File: src/rtl/recog_result_fmt.sv
// Recognition result formatter: latches a digit and a feature-point count, converts the
// count to three BCD digits by double-dabble and holds the frame for a minimum display time.
module recog_result_fmt #(
   parameter int unsigned HOLD_CYCLES = 25_000_000,
   parameter logic [3:0]  BLANK_CODE  = 4'hA,
   parameter int unsigned CNT_MAX     = 999
) (
   input  logic       clk,
   input  logic       rst,
   input  logic       in_valid,
   output logic       in_ready,
   input  logic [3:0] digit,
   input  logic [9:0] point_cnt,
   output logic [3:0] num,
   output logic [3:0] point_num1,
   output logic [3:0] point_num2,
   output logic [3:0] point_num3,
   output logic       busy,
   output logic       done
);

   typedef enum logic [1:0] {IDLE, CONV, HOLD} state_e;

   localparam int unsigned       HOLD_W    = (HOLD_CYCLES > 2) ? $clog2(HOLD_CYCLES) : 1;
   localparam logic [HOLD_W-1:0] HOLD_LAST = HOLD_W'((HOLD_CYCLES > 0) ? HOLD_CYCLES - 1 : 0);
   localparam logic [9:0]        CNT_SAT   = 10'(CNT_MAX);
   localparam logic [3:0]        LAST_BIT  = 4'd9;

   state_e            state_q, state_d;
   logic [3:0]        bit_cnt_q;
   logic [9:0]        bin_q;
   logic [11:0]       bcd_q;
   logic [11:0]       bcd_adj;
   logic [11:0]       bcd_next;
   logic [3:0]        digit_q;
   logic [HOLD_W-1:0] hold_cnt_q;
   logic [15:0]       frame_q;
   logic              done_q;
   logic              accept;
   logic              hold_last;

   assign accept    = in_valid && in_ready;
   assign hold_last = (hold_cnt_q == HOLD_LAST);

   // NOTE: sequential state uses non-blocking assignments so every register samples pre-edge values.
   always_ff @(posedge clk or posedge rst) begin
      if (rst) begin
         state_q <= IDLE;
      end else begin
         state_q <= state_d;
      end
   end

   // NOTE: every combinational output gets a default first, so no path can infer a latch.
   always_comb begin
      state_d = state_q;
      unique case (state_q)
         IDLE:    if (in_valid) state_d = CONV;
         CONV:    if (bit_cnt_q == LAST_BIT) state_d = (HOLD_CYCLES == 0) ? IDLE : HOLD;
         HOLD:    if (hold_last) state_d = IDLE;
         default: state_d = IDLE;
      endcase
   end

   always_comb begin
      in_ready = (state_q == IDLE);
      busy     = (state_q != IDLE);
   end

   // Add-3 on each nibble >= 5, then shift the top binary bit into the BCD accumulator.
   always_comb begin
      bcd_adj = bcd_q;
      for (int n = 0; n < 3; n++) begin
         if (bcd_q[4*n +: 4] >= 4'd5) begin
            bcd_adj[4*n +: 4] = bcd_q[4*n +: 4] + 4'd3;
         end
      end
      bcd_next = {bcd_adj[10:0], bin_q[9]};
   end

   always_ff @(posedge clk or posedge rst) begin
      if (rst) begin
         bin_q      <= '0;
         bcd_q      <= '0;
         bit_cnt_q  <= '0;
         digit_q    <= BLANK_CODE;
         hold_cnt_q <= '0;
         frame_q    <= {4{BLANK_CODE}};
         done_q     <= 1'b0;
      end else begin
         done_q <= 1'b0;
         if (accept) begin
            digit_q   <= (digit > 4'd9) ? BLANK_CODE : digit;
            bin_q     <= (point_cnt > CNT_SAT) ? CNT_SAT : point_cnt;
            bcd_q     <= '0;
            bit_cnt_q <= '0;
         end else if (state_q == CONV) begin
            bcd_q     <= bcd_next;
            bin_q     <= {bin_q[8:0], 1'b0};
            bit_cnt_q <= bit_cnt_q + 4'd1;
            // The whole frame loads on one edge so the display never shows a mixed result.
            if (bit_cnt_q == LAST_BIT) begin
               frame_q <= {digit_q, bcd_next};
               done_q  <= 1'b1;
            end
         end
         if (state_q == HOLD) begin
            hold_cnt_q <= hold_last ? '0 : hold_cnt_q + HOLD_W'(1);
         end
      end
   end

   assign num        = frame_q[15:12];
   assign point_num1 = frame_q[11:8];
   assign point_num2 = frame_q[7:4];
   assign point_num3 = frame_q[3:0];
   assign done       = done_q;

endmodule
File: config.mk
export PLATFORM = sky130hd
export DESIGN_NAME = recog_result_fmt
export DESIGN_NICKNAME = d
export VERILOG_FILES = /design/src/rtl/recog_result_fmt.sv
export SDC_FILE = /design/constraint.sdc
export NUM_CORES = 1
export LEC_CHECK = 0
export BUFFER_PORTS_ARGS = -buffer_cell sky130_fd_sc_hd__buf_2
export CORE_ASPECT_RATIO = 1.2
export CORE_MARGIN = 2
export CORE_UTILIZATION = 38
export CTS_CLUSTER_SIZE = 8
export DETAILED_ROUTE_END_ITERATION = 16
export SYNTH_ARGS = -nofsm -noshare
export SYNTH_HDL_FRONTEND = slang
export SYNTH_SLANG_ARGS = --single-unit
File: constraint.sdc
create_clock -name clk -period 2.5 [get_ports clk]
set_clock_uncertainty 0.15 [all_clocks]
set_input_delay 0.125 -clock clk [delete_from_list [all_inputs] [get_ports clk]]
set_output_delay 0.125 -clock clk [all_outputs]
set_load 0.05 [all_outputs]
==> results.tsv, run 1 <==
metric	value	unit
status	complete, no violations	
nets	459	
synthAdderAreaFrac	3.165	%
clkSinkCount	74	
min_period	2135	ps
synth_fp_nets	395	
cts_tree	done	
rows	38	
dp_hpwl	5.470	mm
dp_cells	525	
drtIter0Drc	85	
tightestPinTransition	644.0	ps
netlist_area	0.003558	sq mm
busiest_layer	met2	
yosys_warnings	0	
setup_tns	0	ps
fin_ws	365.1	ps
vias	2868	
die_y	110.0	microns
io_buffers	35	
power.density	1102	mW/mm^2
dpl_cell_area	0.003943	sq mm
grt_max_degree	34	
stdcell_count	558	
yosysSeqAreaShare	52.39	%
cts_made_buffers	9	
ys_types	44	
synth.area.mux_share	1.231	%
antenna_cells	0	
power_frac_comb	40.6	%
gp_congestion	0.9468	
path_clk_slew	90	ps
ant_nets	0	
drc	0	
p_leak	2.004	nW
grt_use_met3	3.807	%
ys.flop_type	dfrtp_1	
drive_gt1_share	20.78	%
grt_util_met1	20.57	%
cp_max_fo	8	
syn-instance-count	369	
total_power	4.749	mW
rsz0062_at_grt	false	
ioPinCount	36	
viasPerCell	5.140	
clockRootBuffer	clkbuf_8	
min_path_type	in -> async	
synth_top_cell_area_share	45.01	%
grt_util_met2	29.77	%
hold_viol	0	
design_area	0.004309	sq mm
worstPathRequired	2570	ps
path_class	reg -> reg	
p_int	2.755	mW
max-cap-violations	0	
drv_slew	0	
synthSimpleGateAreaFrac	24.40	%
synth_xor_area_share	3.938	%
h-tree-depth	3	
clockPowerShare	19.7	%
fin_crit_sh	85.40	%
die_x	92.34	microns
finalSetupViolations	0	
p_sw_share	41.99	%
irDropWorstVdd	0.0007076	V
slowest_delay	560	ps
grt-ovfl-total	0	
clockBufferDepth	2	
ys_ff_latch	74	
dr.pass1.iters	4	
synth_compound_gate_area_share	12.38	%
clock_latency	350	ps
drt-total-wl	7.961	mm
synth_edf_count	0	
post-cts-setup-buffer-count	0	
start_kind	flop	
track_usage	17.17	%
dpl_worst_slack	397.8	ps
worstSetupEndpointType	flop	
async_flop_share	100.0	%
netSwitchingPower	1.994	mW
first_global_vias	2869	
cp.arrival	2210	ps
fp.dieArea	0.01016	sq mm
start_util	39.18	%
seq_power_share	39.7	%
whs	260.7	ps
post_drt_wl_per_cell	14.27	microns
syn_to_final_growth	21.10	%
utilization	47.45	%
core	0.009081	sq mm
synth_top_family_by_area	simple AND/OR/NAND/NOR gates	
syn_avg_cell_area	9.643	sq um
cpMaxStageDelayCell	or4_4	
ys_top_cells_by_area	dfrtp_1, dfstp_2, nand2_1	
relSlewSlack	57.01	%
synth_top_area_cell	dfrtp_1	
path_cells	or4_4 -> nor4_4 -> and3_1 -> nand3b_1 -> o21ai_1	
grt_first_pass_wirelength	13.70	mm
fmax	468.4	MHz
antenna_found_initial	0	
-- cells by family (layout without fill, tap and decap cells) --
| kind of cell | Yosys count | after routing |
|---|---|---|
| compound gates | 77 | 77 |
| xor+xnor | 16 | 16 |
| fa+ha+maj | 9 | 9 |
| buf+inv | 23 | 92 |
| flops | 74 | 74 |
| mux | 4 | 4 |
| simple gates | 166 | 166 |
-- layout make-up --
cell class / instances / area, sq um
clock buffers: 11 / 141.4
clock inverters: 5 / 55.05
repair buffers: 64 / 447.9
inverters: 12 / 45.04
fillers: 861 / 4772
well taps: 120 / 150.1
flip-flops and latches: 74 / 1864
multi-input cells: 272 / 1605
-- cells in the mapped netlist, drive strengths merged, types with 6 or more instances --
master / n
o21ai: 45
dfstp: 10
inv: 12
clkbuf: 9
xor2: 6
nor2: 28
nand4: 8
nand3: 27
ha: 9
nand2: 63
and3: 9
dfrtp: 64
a21oi: 11
xnor2: 10
a22oi: 6
-- final timing paths --
path | slack [ps] | cells after the start | endpoint | from
worst max-delay path | 370 | 5 | hold_cnt_q[20]$_DFFE_PP0N_ | hold_cnt_q[17]$_DFFE_PP0N_
worst min-delay path | 260 | 3 | hold_cnt_q[24]$_DFFE_PP0N_ | rst
worst max register to register | 370 | 5 | hold_cnt_q[20]$_DFFE_PP0N_ | hold_cnt_q[17]$_DFFE_PP0N_
worst min register to register | 310 | 2 | frame_q[15]$_DFFE_PP1P_ | digit_q[3]$_DFFE_PP1P_
max in group asynchronous | 1260 | 4 | frame_q[1]$_DFFE_PP1P_ | rst
min in group clk | 310 | 2 | frame_q[15]$_DFFE_PP1P_ | digit_q[3]$_DFFE_PP1P_
-- power groups by stage --
stage / combinational (mW) / clock (mW) / sequential (mW)
2_1_floorplan: 1.08 / 0 / 2.26
3_3_place_gp: 1.89 / 0 / 1.89
3_5_place_dp: 1.94 / 0 / 1.90
4_1_cts: 1.96 / 0.959 / 1.89
5_1_grt: 2.15 / 1.01 / 1.94
6_report: 1.93 / 0.934 / 1.89
-- worst max-delay path: cells and delay by family (launching register included) --
family,cells,cell delay (ps)
DFF,1,420
AOI/OAI and AO/OA,1,70
and+or+nand+nor,4,1370
-- sequential cells by signal, summed over array words and instances (netlist names) --
signal,cells
bin_q,10
frame_q,16
hold_cnt_q,25
state_q,2
done,1
bit_cnt_q,4
digit_q,4
bcd_q,12
-- what timing repair did --
item / in CTS / in global routing
hold buffers: 17 / 0
resized for setup: 0 / 0
endpoints found under the hold margin: 35 / 0
-- metal layers --
layer	vias to the layer above	wire length, microns
li1	1417	-
met1	1389	3615
met2	49	3902
met3	13	288
met4	0	154
met5	-	0
-- cells in the final DEF (no fill, tap or decap), types with 4 or more instances in the layout --
cell and count:
dfrtp_1 64, nand2_1 63, o21ai_0 42, buf_2 35
nor2_1 28, nand3_1 27, dlygate4sd3_1 17, inv_1 11
a21oi_1 11, buf_4 11, xnor2_1 10, clkbuf_8 10
dfstp_2 10, ha_1 9, nand4_1 7, and3_1 6
xor2_1 6, a22oi_1 6, nand2b_1 5, nor3b_1 5
nor3_1 4, a31oi_1 4
No activity file was read; power rests on OpenSTA's default activity.
==> run 2, diff against run 1 <==
==> constraint.sdc (replaced) <==
create_clock -name clk -period 2.8 [get_ports clk]
set_clock_uncertainty 0.15 [all_clocks]
set_input_delay 0.14 -clock clk [delete_from_list [all_inputs] [get_ports clk]]
set_output_delay 0.14 -clock clk [all_outputs]
set_load 0.05 [all_outputs]
==> results.tsv, run 2 (synthesis gave the netlist of run 1 again) <==
metric	value	unit	change
status	complete, no violations		
top_regs	hold_cnt_q (25), frame_q (16), bcd_q (12)		
fin_ws	699.1	ps	+334.0 ps
clockBufferDepth	2		unchanged
cp_max_fo	5		-3
worstPathRequired	2870	ps	+300 ps
max-cap-violations	0		unchanged
cp.arrival	2170	ps	-40 ps
syn_to_final_growth	20.68	%	
drive_gt1_share	20.18	%	-0.59 points
max_flop_register	hold_cnt_q		
io_buffers	35		unchanged
vias	2846		-0.77%
dp_hpwl	5.251	mm	-4.0%
fmax	476.0	MHz	+1.6%
core	0.009081	sq mm	unchanged
total_power	4.241	mW	-11%
drt-total-wl	7.759	mm	-2.5%
ant_nets	0		unchanged
crit_top_cell	o21ai_0		
crit_family	simple AND/OR/NAND/NOR gates		
drv_slew	0		unchanged
grt-ovfl-total	0		unchanged
cpMaxStageDelayCell	or4_4		
fp.dieArea	0.01016	sq mm	unchanged
start_kind	flop		
finalSetupViolations	0		unchanged
grt_first_pass_wirelength	13.23	mm	-3.4%
path_buf_inv	0		unchanged
whs	250.2	ps	-10.45 ps
dr.pass1.iters	4		unchanged
hold_viol	0		unchanged
dpl_cell_area	0.003928	sq mm	-0.38%
track_usage	16.54	%	-0.63 points
tightestPinTransition	671.3	ps	+27.30 ps
clockRootBuffer	clkbuf_8		
design_area	0.004294	sq mm	-0.35%
cts_tree	done		
stdcell_count	556		-0.36%
antenna_found_initial	0		unchanged
irDropWorstVdd	0.0007473	V	+5.6%
viasPerCell	5.119		-0.41%
h-tree-depth	3		unchanged
min_path_type	in -> async		
largest_reg_flops	25		unchanged
post_drt_wl_per_cell	13.96	microns	-2.2%
path_class	reg -> reg		
start_util	39.18	%	unchanged
dpl_worst_slack	711.7	ps	+313.9 ps
p_leak	1.996	nW	-0.40%
cts_made_buffers	9		unchanged
layout_common_cells	dfrtp_1, nand2_1, o21ai_0		
grt_max_degree	75		+120%
first_global_vias	2777		-3.2%
final_common_cell	dfrtp_1		
die_y	110.0	microns	unchanged
rsz0062_at_grt	false		
path_cells	or4_4 -> nor4_4 -> nand2_1 -> o21ai_0 -> o21ai_0		
nets	457		-0.44%
gp_congestion	0.8791		-7.2%
path_clk_slew	80	ps	about the same
drc	0		unchanged
power.density	987.5	mW/mm^2	-10%
clock_latency	350	ps	about the same
die_x	92.34	microns	unchanged
slowest_delay	560	ps	about the same
relSlewSlack	55.25	%	-1.8 points
min_period	2101	ps	-34.00 ps
ioPinCount	36		unchanged
rows	38		unchanged
fin_crit_sh	75.03	%	-10 points
drtIter0Drc	154		+81%
setup_tns	0	ps	unchanged
antenna_cells	0		unchanged
clkSinkCount	74		unchanged
worstSetupEndpointType	flop		
dp_cells	523		-0.38%
utilization	47.29	%	-0.17 points
==> run 2: cell types whose count changed in the layout (fill, tap and decap cells not counted) <==
cell	before	now
buf_4	11	9
clkbuf_1	1	2
clkinv_2	2	1
clkinv_4	0	1
clkinvlp_4	2	1
==> run 2: metal layers <==
metal  up-vias  global-route usage, %  wire length (microns)
met5         -                      0                      0
li1       1416                      -                      -
met2        55                  28.83                   3879
met3         8                  4.215                    281
met1      1367                  20.13                   3476
met4         0                  5.437                    123
==> run 2: final timing paths <==
kind | start | endpoint | slack, ps | cells after the start
worst max register to register | hold_cnt_q[17]$_DFFE_PP0N_ | hold_cnt_q[0]$_DFFE_PP0N_ | 700 | 5
worst max-delay path | hold_cnt_q[17]$_DFFE_PP0N_ | hold_cnt_q[0]$_DFFE_PP0N_ | 700 | 5
worst min-delay path | rst | frame_q[6]$_DFFE_PP0P_ | 250 | 4
max in group asynchronous | rst | frame_q[9]$_DFFE_PP1P_ | 1860 | 4
min in group clk | digit_q[3]$_DFFE_PP1P_ | digit_q[3]$_DFFE_PP1P_ | 310 | 2
worst min register to register | digit_q[3]$_DFFE_PP1P_ | digit_q[3]$_DFFE_PP1P_ | 310 | 2
==> run 2: worst register-to-register path: cells and delay by family, from the launching register on <==
family          cells  cell delay (ps)
flops               1              430
compound gates      2              360
simple gates        3             1050
==> run 2: power breakdown <==
part,switching (mW),internal (mW)
combinational,1.15,0.587
clock,0.384,0.437
sequential,0.230,1.45
==> run 2: layout make-up <==
type                    instances  area (sq um)
clock inverters                 4         51.30
repair buffers                 62         432.9
fillers                       861          4787
multi-input cells             272          1605
flip-flops and latches         74          1864
well taps                     120         150.1
inverters                      12         45.04
clock buffers                  12         145.1
==> run 2: repair_timing <==
action                    CTS  global route
hold buffers               17             0
resized for setup           0             0
hold endpoints to repair   79             0
buffers inserted            0             0
